### src/rtl/trace_buffer.sv
// Trace capture unit: records {PC, INSTR, RES} samples into a circular buffer,
// freezes on a PC-match trigger plus post-trigger window, and serves indexed reads.
module trace_buffer #(
  parameter int unsigned PC_W      = 8,
  parameter int unsigned DATA_W    = 32,
  parameter int unsigned DEPTH     = 16,
  parameter int unsigned POST_TRIG = 4,
  localparam int unsigned AW       = $clog2(DEPTH),
  localparam int unsigned EW       = PC_W + 2 * DATA_W
) (
  input  logic              CLK,
  input  logic              RST,
  input  logic              ARM,
  input  logic              STOP,
  input  logic              VALID,
  input  logic [PC_W-1:0]   S_PC,
  input  logic [DATA_W-1:0] S_INSTR,
  input  logic [DATA_W-1:0] S_RES,
  input  logic              TRIG_EN,
  input  logic [PC_W-1:0]   TRIG_PC,
  input  logic [AW-1:0]     RD_IDX,
  output logic [EW-1:0]     RD_DATA,
  output logic [1:0]        STATE,
  output logic [AW:0]       COUNT,
  output logic              OVERFLOW,
  output logic              TRIGGERED,
  output logic [AW-1:0]     TRIG_POS
);

  typedef enum logic [1:0] {
    IDLE  = 2'd0,
    ARMED = 2'd1,
    POST  = 2'd2,
    DONE  = 2'd3
  } state_t;

  localparam logic [AW:0]   FULL      = (AW+1)'(DEPTH);
  localparam logic [AW-1:0] POST_LOAD = AW'(POST_TRIG);

  logic [EW-1:0] mem [DEPTH];

  state_t        state, state_next;
  logic [AW-1:0] wr_ptr;
  logic [AW:0]   count;
  logic          overflow;
  logic          triggered;
  logic [AW-1:0] trig_slot;
  logic [AW-1:0] trig_pos;
  logic [AW-1:0] post_cnt;

  logic          clear;
  logic          do_write;
  logic          trig_hit;
  logic [AW-1:0] ptr_inc;
  logic [AW:0]   count_inc;
  logic [AW-1:0] oldest_after;
  logic [AW-1:0] slot_after;
  logic [AW-1:0] oldest_now;
  logic [AW-1:0] rd_slot;
  logic          rd_in_range;

  always_comb begin
    state_next = state;
    clear      = 1'b0;
    do_write   = 1'b0;
    trig_hit   = 1'b0;
    if (ARM) begin
      clear      = 1'b1;
      state_next = ARMED;
    end else if (STOP && (state == ARMED || state == POST)) begin
      state_next = DONE;
    end else if (VALID && state == ARMED) begin
      do_write = 1'b1;
      if (TRIG_EN && S_PC == TRIG_PC) begin
        trig_hit   = 1'b1;
        state_next = (POST_TRIG == 0) ? DONE : POST;
      end
    end else if (VALID && state == POST) begin
      do_write = 1'b1;
      if (post_cnt == AW'(1)) state_next = DONE;
    end
  end

  // Post-write geometry: TRIG_POS is recomputed relative to the oldest slot
  // as it will be after this write, so it stays correct while wrapping.
  always_comb begin
    ptr_inc      = wr_ptr + AW'(1);
    count_inc    = (count == FULL) ? count : count + (AW+1)'(1);
    oldest_after = (count_inc == FULL) ? ptr_inc : '0;
    slot_after   = trig_hit ? wr_ptr : trig_slot;
    oldest_now   = (count == FULL) ? wr_ptr : '0;
    rd_slot      = oldest_now + RD_IDX;
    rd_in_range  = ({1'b0, RD_IDX} < count);
  end

  always_ff @(posedge CLK) begin
    if (RST) begin
      state     <= IDLE;
      wr_ptr    <= '0;
      count     <= '0;
      overflow  <= 1'b0;
      triggered <= 1'b0;
      trig_slot <= '0;
      trig_pos  <= '0;
      post_cnt  <= '0;
    end else begin
      state <= state_next;
      if (clear) begin
        wr_ptr    <= '0;
        count     <= '0;
        overflow  <= 1'b0;
        triggered <= 1'b0;
        trig_slot <= '0;
        trig_pos  <= '0;
        post_cnt  <= '0;
      end else if (do_write) begin
        wr_ptr <= ptr_inc;
        count  <= count_inc;
        if (count == FULL) overflow <= 1'b1;
        if (trig_hit) begin
          triggered <= 1'b1;
          trig_slot <= wr_ptr;
          post_cnt  <= POST_LOAD;
        end else if (state == POST) begin
          post_cnt <= post_cnt - AW'(1);
        end
        if (trig_hit || triggered) trig_pos <= slot_after - oldest_after;
      end
    end
  end

  always_ff @(posedge CLK) begin
    if (!RST && do_write) mem[wr_ptr] <= {S_PC, S_INSTR, S_RES};
  end

  // Read uses pre-edge pointer/count, giving one cycle of latency.
  always_ff @(posedge CLK) begin
    if (RST)              RD_DATA <= '0;
    else if (rd_in_range) RD_DATA <= mem[rd_slot];
    else                  RD_DATA <= '0;
  end

  assign STATE     = state;
  assign COUNT     = count;
  assign OVERFLOW  = overflow;
  assign TRIGGERED = triggered;
  assign TRIG_POS  = trig_pos;

endmodule
### config.mk
export PLATFORM = sky130hd
export DESIGN_NAME = trace_buffer
export DESIGN_NICKNAME = d
export VERILOG_FILES = /design/src/rtl/trace_buffer.sv
export SDC_FILE = /design/constraint.sdc
export NUM_CORES = 1
export LEC_CHECK = 0
export ABC_AREA = 1
export BUFFER_PORTS_ARGS = -buffer_cell sky130_fd_sc_hd__buf_2
export CAP_MARGIN = 30
export CORE_ASPECT_RATIO = 1.75
export CORE_MARGIN = 2
export CORE_UTILIZATION = 56
export CTS_CLUSTER_SIZE = 16
export DETAILED_ROUTE_END_ITERATION = 6
export GPL_TIMING_DRIVEN = 0
export PLACE_DENSITY_LB_ADDON = 0.05
export SETUP_SLACK_MARGIN = 0.05
export SKIP_LAST_GASP = 1
export SLEW_MARGIN = 20
export SYNTH_ARGS = -nofsm -noshare
export SYNTH_HDL_FRONTEND = slang
export SYNTH_SLANG_ARGS = --single-unit
### constraint.sdc
create_clock -name CLK -period 5.05 [get_ports CLK]
set_input_delay 0.2525 -clock CLK [delete_from_list [all_inputs] [get_ports CLK]]
set_output_delay 0.2525 -clock CLK [all_outputs]
set_load 0.02 [all_outputs]
[Yosys cells after proc, flatten, opt, wreduce, memory -nomap -nowiden]
Memories as Yosys holds them, arrays and structs flattened. A register that Yosys moved wholly into a read port is not among the register bits.
Index checks and enable logic that the tools add are counted.
W data, S select, Z words.
Storage, ports and cells
  register bits after elaboration: 25
  memory bits (writable): 1152
  input bits: 90
  output and inout port bits: 85
  logic and storage cells: 70
  memories kept: 1
Memories
  mem: depth 16, bits a word 72, rd ports 1, clocked after Yosys merged registers in 1, write ports 1, RTL line 40  | logic [EW-1:0] mem [DEPTH];
Cells by class
  add/sub/neg operators: 5
  order comparisons: 1
  eq/ne operators: 8
  multiplexer cells: 23
  bitwise operators: 1
  reductions and logical operators: 22
Operators with widths (number)
  $mux W4: 5
  $mux W1: 12
  $eq A5 B5 Y1 const B: 2
  $mux W2: 5
  $eq A8 B8 Y1: 1
  $reduce_and A2 Y1: 4
  $reduce_bool A4 Y1: 2
  $reduce_and A3 Y1: 2
  $reduce_bool A3 Y1: 2
  $reduce_or A2 Y1: 3
  $add A5 B1 Y5 const B: 1
  $logic_and A1 B1 Y1: 5
  $lt A4 B5 Y1: 1
  $mux W5: 1
  $add A4 B1 Y4 const B: 1
  $add A4 B4 Y4: 1
  $eq A4 B1 Y1 const B: 1
  $ne A4 B3 Y1 const B: 1
  $sub A4 B1 Y4 const B: 1
  $sub A4 B4 Y4: 1
  $ne A3 B2 Y1 const B: 1
  $eq A2 B1 Y1 const B: 1
  $eq A2 B2 Y1 const B: 1
  $logic_or A1 B1 Y1: 2
  3 further kinds: 3

[Longest topological paths before layout]
Gate-level depths: netlist of the first run.
  word-level depth: 9
  depth in mapped cells: 24
  depth with buffers taken out: 23

[Least setup slack after synthesis of the first run]
OpenSTA, ideal clock, no wires.
  path type: register -> register
  from: register state[0] (netlist: STATE[0])
  to: memory mem[0][0] (netlist bit) (enable)
  setup time: 503 ps
  data arrival time: 4491 ps
  data required time: 4547 ps
  setup slack: 56 ps
  cell stages (with the launch flop): 9
  buffers on the path: 0
  period minus slack after synthesis: 4994 ps
  cell sequence: dfxtp_1 inv_1 ha_1 nor2_1 nor2_1 nand2_1 nor2_1 nand2_1 nor2_1
On the way
  word-level cells in the longest chain between the ends: 9
  elaborated cells between the ends (all ways): 13
  classes of those cells: eq/ne: 2; mux: 6; reduce/logical: 5
RTL lines
  start: declaration: RTL line 42  | state_t state, state_next;
  start signal: assignment: RTL line 107  | state <= state_next;
  $eq A2 B2 Y1: RTL line 70, 78
  $logic_and A1 B1 Y1: RTL line 78  | end else if (VALID && state == POST) begin
  $mux W1: RTL line 78
  $mux W1: RTL line 72  | end else if (VALID && state == ARMED) begin
  $mux W1 *: RTL line 70  | end else if (STOP && (state == ARMED || state == POST)) begin
  $mux W1 *: RTL line 67  | if (ARM) begin
  $logic_and A1 B1 Y1 *: RTL line 133  | if (!RST && do_write) mem[wr_ptr] <= {S_PC, S_INSTR, S_RES};
  $mux W1 *: RTL line 133
  $mux W1 (implied by the code) *: RTL line 133
  end: declaration: RTL line 40
Mark *: on every way between the ends. The rest lies on a longest branch, timed or not.

[Worst setup path after layout of the first run]
  from: register count[0] (netlist: COUNT[0])
  to: register RD_DATA[38], read port of mem
On the way
  word-level cells in the longest chain between the ends: 3
  elaborated cells between the ends (all ways): 6
  classes of those cells: add/sub: 1; order compare: 1; eq/ne: 1; mux: 1; bitwise: 1; reduce/logical: 1
RTL lines
  start: declaration: RTL line 44  | logic [AW:0] count;
  start signal: assignment: RTL line 118  | count <= count_inc;
  $eq A5 B5 Y1 / $lt A4 B5 Y1 (equally long branches): RTL line 91, 93
  $mux W4 / $not A1 Y1 (equally long branches)
  $add A4 B4 Y4 / $reduce_or A2 Y1 (equally long branches)
  end: declaration: RTL line 22  | output logic [EW-1:0] RD_DATA,
Parallel ways exist; a longest one is shown, timed or not.
A chain may end at the register's enable or synchronous reset.

==> results of run 1 <==
## cell families (layout without fill, tap and decap cells)
group / Yosys count / in the layout / share of synthesized area (%)
compound gates: 977 / 977 / 11.32
xor+xnor: 7 / 7 / 0.1409
fa+ha+maj: 21 / 21 / 0.5687
buf+inv: 292 / 805 / 2.979
flops: 1249 / 1249 / 74.80
mux: 144 / 144 / 3.320
simple gates: 873 / 873 / 6.865
## state kept, by name, summed over array words and instances, names as in the netlist
register	flops
mem	1152
RD_DATA	72
COUNT	5
TRIG_POS	4
post_cnt	4
trig_slot	4
wr_ptr	4
STATE	2
OVERFLOW	1
TRIGGERED	1
## synthesized netlist by cell type (3+ instances only)
| cell | n |
|---|---|
| o21a_1 | 3 |
| edfxtp_1 | 1152 |
| nand4_1 | 5 |
| o21ai_0 | 533 |
| xor2_1 | 4 |
| clkbuf_1 | 126 |
| dfxtp_1 | 97 |
| o22ai_1 | 288 |
| a21oi_1 | 17 |
| nor3_1 | 3 |
| a21oi_2 | 69 |
| buf_2 | 64 |
| inv_1 | 58 |
| nand3_1 | 11 |
| mux2_2 | 130 |
| o21ai_1 | 60 |
| ha_1 | 19 |
| mux2_1 | 14 |
| nand2_1 | 222 |
| nor2_1 | 622 |
| a31oi_1 | 4 |
| buf_4 | 3 |
| nand3b_1 | 3 |
| buf_6 | 34 |
## stage by stage
stage	util [%]	TNS (ns)
2_1_floorplan	-	0
3_3_place_gp	59.08	-3442.61
3_5_place_dp	60.61	0
4_1_cts	66.19	0
5_1_grt	66.19	0
6_report	66.19	0
## routing by layer
metal	GRT usage, %	wire, µm	vias up	part of all wire [%]
li1	-	-	14035	-
met1	34.84	48650	15872	36
met2	55.30	72870	1248	54
met3	3.961	7837	288	5.8
met4	14.38	6179	4	4.6
met5	0	19	-	0.014
## worst reg2reg max path, delay by kind of cell, from the launching register on
family          cells  cell delay [ns]
mux                 1             0.25
fa+ha+maj           3             0.82
flops               1             0.45
compound gates      3             0.67
buf+inv             7             1.96
simple gates        4             0.32
## how the worst min path moves through the flow
stage / slack [ns] / end / depth (start not counted)
after floorplan: 0.35 / mem[0][0] / 0
after global placement: 0.47 / OVERFLOW / 2
after detailed placement: 0.46 / OVERFLOW / 2
after CTS: 0.02 / post_cnt[2] / 5
after global routing: 0.07 / post_cnt[2] / 5
final: 0.05 / post_cnt[2] / 5
## power by group through the flow
stage / Clock (mW) / Sequential [mW] / Combinational (mW)
3_5_place_dp: 0 / 11.6 / 1.37
2_1_floorplan: 0 / 11.6 / 0.711
6_report: 9.30 / 11.3 / 1.43
4_1_cts: 9.37 / 11.3 / 1.42
5_1_grt: 9.77 / 11.3 / 1.53
3_3_place_gp: 0 / 11.6 / 1.32
## layout make-up
cell class / count / area [µm²]
timing repair buffer: 303 / 2818
fill: 6292 / 29280
inverter: 63 / 246.5
tap: 1160 / 1451
buffer: 229 / 1209
multi-input combinational: 2022 / 10990
sequential: 1249 / 36540
clock inverter: 63 / 870.8
clock buffer: 147 / 3194
## cell usage in the layout, fill, tap and decap left out, types with 3 or more instances in the layout
master / count
mux2_1: 14
clkbuf_8: 9
edfxtp_1: 1152
nor2_4: 16
clkbuf_1: 144
buf_4: 3
dfxtp_1: 97
clkinv_2: 19
nand3_1: 11
buf_16: 18
buf_6: 34
inv_6: 6
a21oi_1: 17
a21oi_2: 69
nor3_1: 3
nand2_1: 222
nand4_1: 5
buf_12: 34
buf_2: 238
o22ai_1: 288
o21ai_1: 59
inv_1: 58
o21a_1: 3
nand3b_1: 3
nor2_1: 606
xor2_1: 4
o21ai_0: 533
clkinv_1: 6
ha_1: 19
clkinvlp_4: 10
bufinv_16: 20
clkbuf_16: 120
mux2_2: 130
dlygate4sd3_1: 77
a31oi_1: 4
==> results_dict.tcl, run 1 <==
set metrics [dict create \
    crit_required_ns 5.64 \
    coreArea_mm2 0.08660 \
    wl_per_cell_um 25.89 \
    rows 143 \
    start_kind "register" \
    finClkSkew_ns 0.03257 \
    die_y_um 394.7 \
    syn_area_mm2 0.04884 \
    place.gp.congestion 0.8377 \
    crit_fanout 10 \
    grt_pass1_vias 32194 \
    synthArstFlopShare_pct 0 \
    synthesis.instances 3563 \
    critical_path.endpoint_type "register" \
    max_stage_delay_ns 0.67 \
    power.switching_mw 4.807 \
    grt_start_max_net_pins 24 \
    rrSetupSlack_ns 0.45 \
    cts_sinks 1249 \
    cts_setup_buffers 0 \
    r2r-start "COUNT[0]" \
    finalHoldViolations 0 \
    ctsLongestPathBuffers 3 \
    root_buffer "clkbuf_16" \
    p_total_mw 22.07 \
    tightest_slew_ns 0.9411 \
    share_comb_of_total_power_pct 6.5 \
    numCtsBuffers 110 \
    maxSlewHeadroom_pct 37.26 \
    max_cap_viol_count 0 \
    reg2reg_to "RD_DATA[38]" \
    clock.fmax_ghz 0.2174 \
    switching_share_pct 21.78 \
    stdcell_area_mm2 0.05732 \
    grt_usage_pct 30.32 \
    syn_area_per_cell_um2 13.71 \
    route.detailed.drc 0 \
    place_inst 4949 \
    drt_iter0_markers 3206 \
    diodes 0 \
    dieArea_mm2 0.08969 \
    setup_viol 0 \
    synth-main-ff-cell "edfxtp_1" \
    post_synth_num_cell_types 39 \
    area_growth_pct 17.36 \
    synthTopCellsByArea "edfxtp_1 (71%), o21ai_0 (5.5%), nor2_1 (4.8%)" \
    vias 31447 \
    cp_num_cells 18 \
    seq_power_share_pct 51.4 \
    grt_overflow 0 \
    htreeDepth 3 \
    reg2reg_depth 18 \
    cp_slowest_cell "buf_2" \
    whs_ns 0.05329 \
    pwr_density_cell_mw_per_mm2 385.0 \
    layout_min_cycle_time_ns 4.599 \
    crit_end "RD_DATA[38]" \
    peakVddDrop_mv 0.3108 \
    power_leakage_nw 19.23 \
    rsz0062_at_grt "no" \
    drive_above_1_share_pct 18.20 \
    cts_resized 0 \
    place_worst_setup_slack_ns 0.5700 \
    outcome "finished, final reports clean" \
    fin_nets 4089 \
    ys_ff_latch 1249 \
    synth_edf_count 1152 \
    holdCritStartpoint "VALID" \
    postRouteAntennaNets 0 \
    clkPwrFrac_pct 42.2 \
    final_cells 5236 \
    yosysWarnings 0 \
    totalWireLength_um 135600 \
    slew_violations 0 \
    ios 175 \
    cts_hold_buffers 77 \
    place_area_mm2 0.05248 \
    cp-startpoint "COUNT[0]" \
    path_clk_slew_ns 0.07 \
    hpwlAfterDp_um 90610 \
    crit_type "reg2reg" \
    synthesis.nets 3674 \
    setup_slack_ns 0.4511 \
    cts_tree "built" \
    hp-class "in2reg" \
    start_util_pct 56.40 \
    critPathBufInv 7 \
    cp_common_cell "inv_1" \
    grt_pass1_wl_um 198400 \
    period_share_pct 91.07 \
    viasPerCell 6.006 \
    die_w_um 227.2 \
    synth_top_area_share_pct 70.83 \
    io_buffers 174 \
    seq_area_frac_synth_pct 74.80 \
    antenna_found_initial 5 \
    arrival_ns 5.19 \
    internal-power_mw 17.26 \
    crit_chain "inv_1 > ha_1 > nand2_1 > inv_1 > nand2_2 > nor2_1 > ha_1 > inv_1 > fa_1 > buf_2 > inv_2 > buf_2 > clkbuf_1 > o21ai_0 > o22ai_1 > mux2_2 > nand2_1 > a21oi_1" \
    dr.pass1.iters 5 \
    path_delay_family "buffers and inverters" \
    synth_top_area_cell "edfxtp_1" \
    clk_latency_ns 0.72 \
]
Note: power is estimated with default switching activity, not from simulation.
==> inputs of run 2 (changes only) <==
--- a/config.mk
+++ b/config.mk
@@ -10,7 +10,7 @@
 export CAP_MARGIN = 30
 export CORE_ASPECT_RATIO = 1.75
 export CORE_MARGIN = 2
-export CORE_UTILIZATION = 56
+export CORE_UTILIZATION = 62
 export CTS_CLUSTER_SIZE = 16
 export DETAILED_ROUTE_END_ITERATION = 6
 export GPL_TIMING_DRIVEN = 0
==> constraint.sdc (replaced) <==
create_clock -name CLK -period 5.2 [get_ports CLK]
set_input_delay 0.26 -clock CLK [delete_from_list [all_inputs] [get_ports CLK]]
set_output_delay 0.26 -clock CLK [all_outputs]
set_load 0.02 [all_outputs]
==> run 2 against run 1 <==
Against the previous run: hold slack is essentially flat; critical path depth is the same; global-route usage grew 2.2 points; clock skew shrank 0.012 ns; power shrank 8.6%; count of clock-buffer cells in the layout shrank 6; sequential cell count is the same; combinational power shrank 3%; fmax grew 1.8%.
==> results_dict.tcl, run 2 (synthesized netlist as in run 1, its figures left out) <==
set metrics [dict create \
    outcome "finished, final reports clean" \
    path_delay_family "buffers and inverters" \
    layout_commonest_cell "edfxtp_1" \
    largest_reg_flops 1152 \
    crit_chain "inv_1 > ha_1 > nand2_1 > inv_1 > nand2_2 > nor2_1 > ha_1 > inv_1 > fa_1 > buf_2 > inv_2 > buf_2 > clkbuf_1 > o21ai_0 > o22ai_1 > mux2_2 > nand2_1 > a21oi_2" \
    postRouteAntennaNets 0 \
    power_leakage_nw 18.94 \
    period_share_pct 86.89 \
    ctsLongestPathBuffers 3 \
    max_stage_delay_ns 0.65 \
    maxSlewHeadroom_pct 44.13 \
    final_cells 5103 \
    slew_violations 0 \
    io_buffers 174 \
    finalHoldViolations 0 \
    reg2reg_depth 18 \
    fin_nets 4084 \
    cp_slowest_cell "buf_2" \
    multiInputGateArea_mm2 0.01099 \
    holdCritStartpoint "S_PC[1]" \
    reg2reg_to "RD_DATA[39]" \
    numCtsBuffers 103 \
    ios 175 \
    start_util_pct 62.40 \
    hpwlAfterDp_um 89300 \
    fill_cells 5086 \
    utilization_pct 72.30 \
    dr.pass1.iters 6 \
    peakVddDrop_mv 0.2861 \
    critical_path.endpoint_type "register" \
    max_cap_viol_count 0 \
    grt_usage_pct 32.52 \
    grt_pass1_vias 32338 \
    min_to "mem[13][65]" \
    route.detailed.drc 0 \
    rsz0062_at_grt "no" \
    antenna_found_initial 1 \
    cts_tree "built" \
    crit_fanout 10 \
    rows 136 \
    finClkSkew_ns 0.02070 \
    whs_ns 0.05298 \
    critPathBufInv 7 \
    cp_common_cell "inv_1" \
    die_y_um 375.3 \
    hp-class "in2reg" \
    area_growth_pct 15.88 \
    htreeDepth 3 \
    dieArea_mm2 0.08113 \
    vias 31793 \
    start_kind "register" \
    cts_resized 0 \
    viasPerCell 6.230 \
    pwr_density_cell_mw_per_mm2 356.5 \
    root_buffer "clkbuf_16" \
    tightest_slew_ns 0.8361 \
    cts_sinks 1249 \
    drt_iter0_markers 3516 \
    regMostFlops "mem" \
    setup_viol 0 \
    path_clk_slew_ns 0.07 \
    drive_above_1_share_pct 17.59 \
    arrival_ns 5.12 \
    final_cell_mix "edfxtp_1 (1,152), nor2_1 (606), o21ai_0 (533)" \
    crit_type "reg2reg" \
    layout_min_cycle_time_ns 4.518 \
    wl_per_cell_um 26.09 \
    grt_overflow 0 \
    clk_latency_ns 0.71 \
    hold_depth 1 \
    crit_required_ns 5.80 \
    rrSetupSlack_ns 0.68 \
    place.gp.congestion 0.8851 \
    grt_pass1_wl_um 194200 \
    grt_start_max_net_pins 24 \
    totalWireLength_um 133200 \
    ff_latch_area_mm2 0.03654 \
    die_w_um 216.2 \
    clock.fmax_ghz 0.2213 \
    coreArea_mm2 0.07828 \
    r2r-start "COUNT[0]" \
    place_inst 4828 \
]
## run 2: area by class of cell
cell class              count  area share [%]
inverters                  63          0.4355
flip-flops and latches   1249           64.55
diodes                      4         0.01769
clock buffers             141           5.151
repair buffers            305           5.164
well taps                1035           2.288
plain buffers             229           2.136
multi-input cells        2022           19.43
clock inverters            55          0.8268
## run 2: power breakdown
| part | total [mW] | internal (mW) | switching (mW) |
|---|---|---|---|
| clock | 7.78 | 4.28 | 3.50 |
| sequential | 11.0 | 11.0 | 0.0155 |
| combinational | 1.39 | 0.437 | 0.950 |
## run 2: layer usage
layer / share of wire, % / up-vias / global-route usage (%)
met4: 5.2 / 0 / 17.06
met1: 34 / 15846 / 36.33
li1: - / 14006 / -
met3: 6.8 / 357 / 4.790
met2: 54 / 1584 / 59.75
met5: 0 / - / 0
## run 2: how the worst max path moves through the flow
stage / startpoint / to / slack, ns / depth (start not counted)
after floorplan: STATE[0] / mem[0][0] / 0.21 / 8
after global placement: STATE[0] / mem[9][29] / -2.94 / 8
after detailed placement: COUNT[0] / RD_DATA[67] / 0.71 / 18
after CTS: COUNT[0] / RD_DATA[67] / 0.71 / 18
after global routing: COUNT[0] / RD_DATA[67] / 0.51 / 18
final: COUNT[0] / RD_DATA[39] / 0.68 / 18
## run 2: metrics by stage
| stage | power (mW) | TNS (ns) | instance area [µm²] | setup slack (ns) |
|---|---|---|---|---|
| 6_report | 20.18 | 0 | 56600 | 0.6816 |
| 5_1_grt | 20.65 | 0 | 56590 | 0.5071 |
| 4_1_cts | 20.20 | 0 | 56590 | 0.7104 |
| 3_5_place_dp | 12.55 | 0 | 52450 | 0.7137 |
| 3_3_place_gp | 12.50 | -3100.17 | 51010 | -2.942 |
| 2_1_floorplan | 11.96 | 0 | 48840 | 0.2063 |
## run 2: repair_timing
action / CTS / global route
hold endpoints to repair: 1116 / 0
hold buffers: 75 / 0
setup buffers: 0 / 0
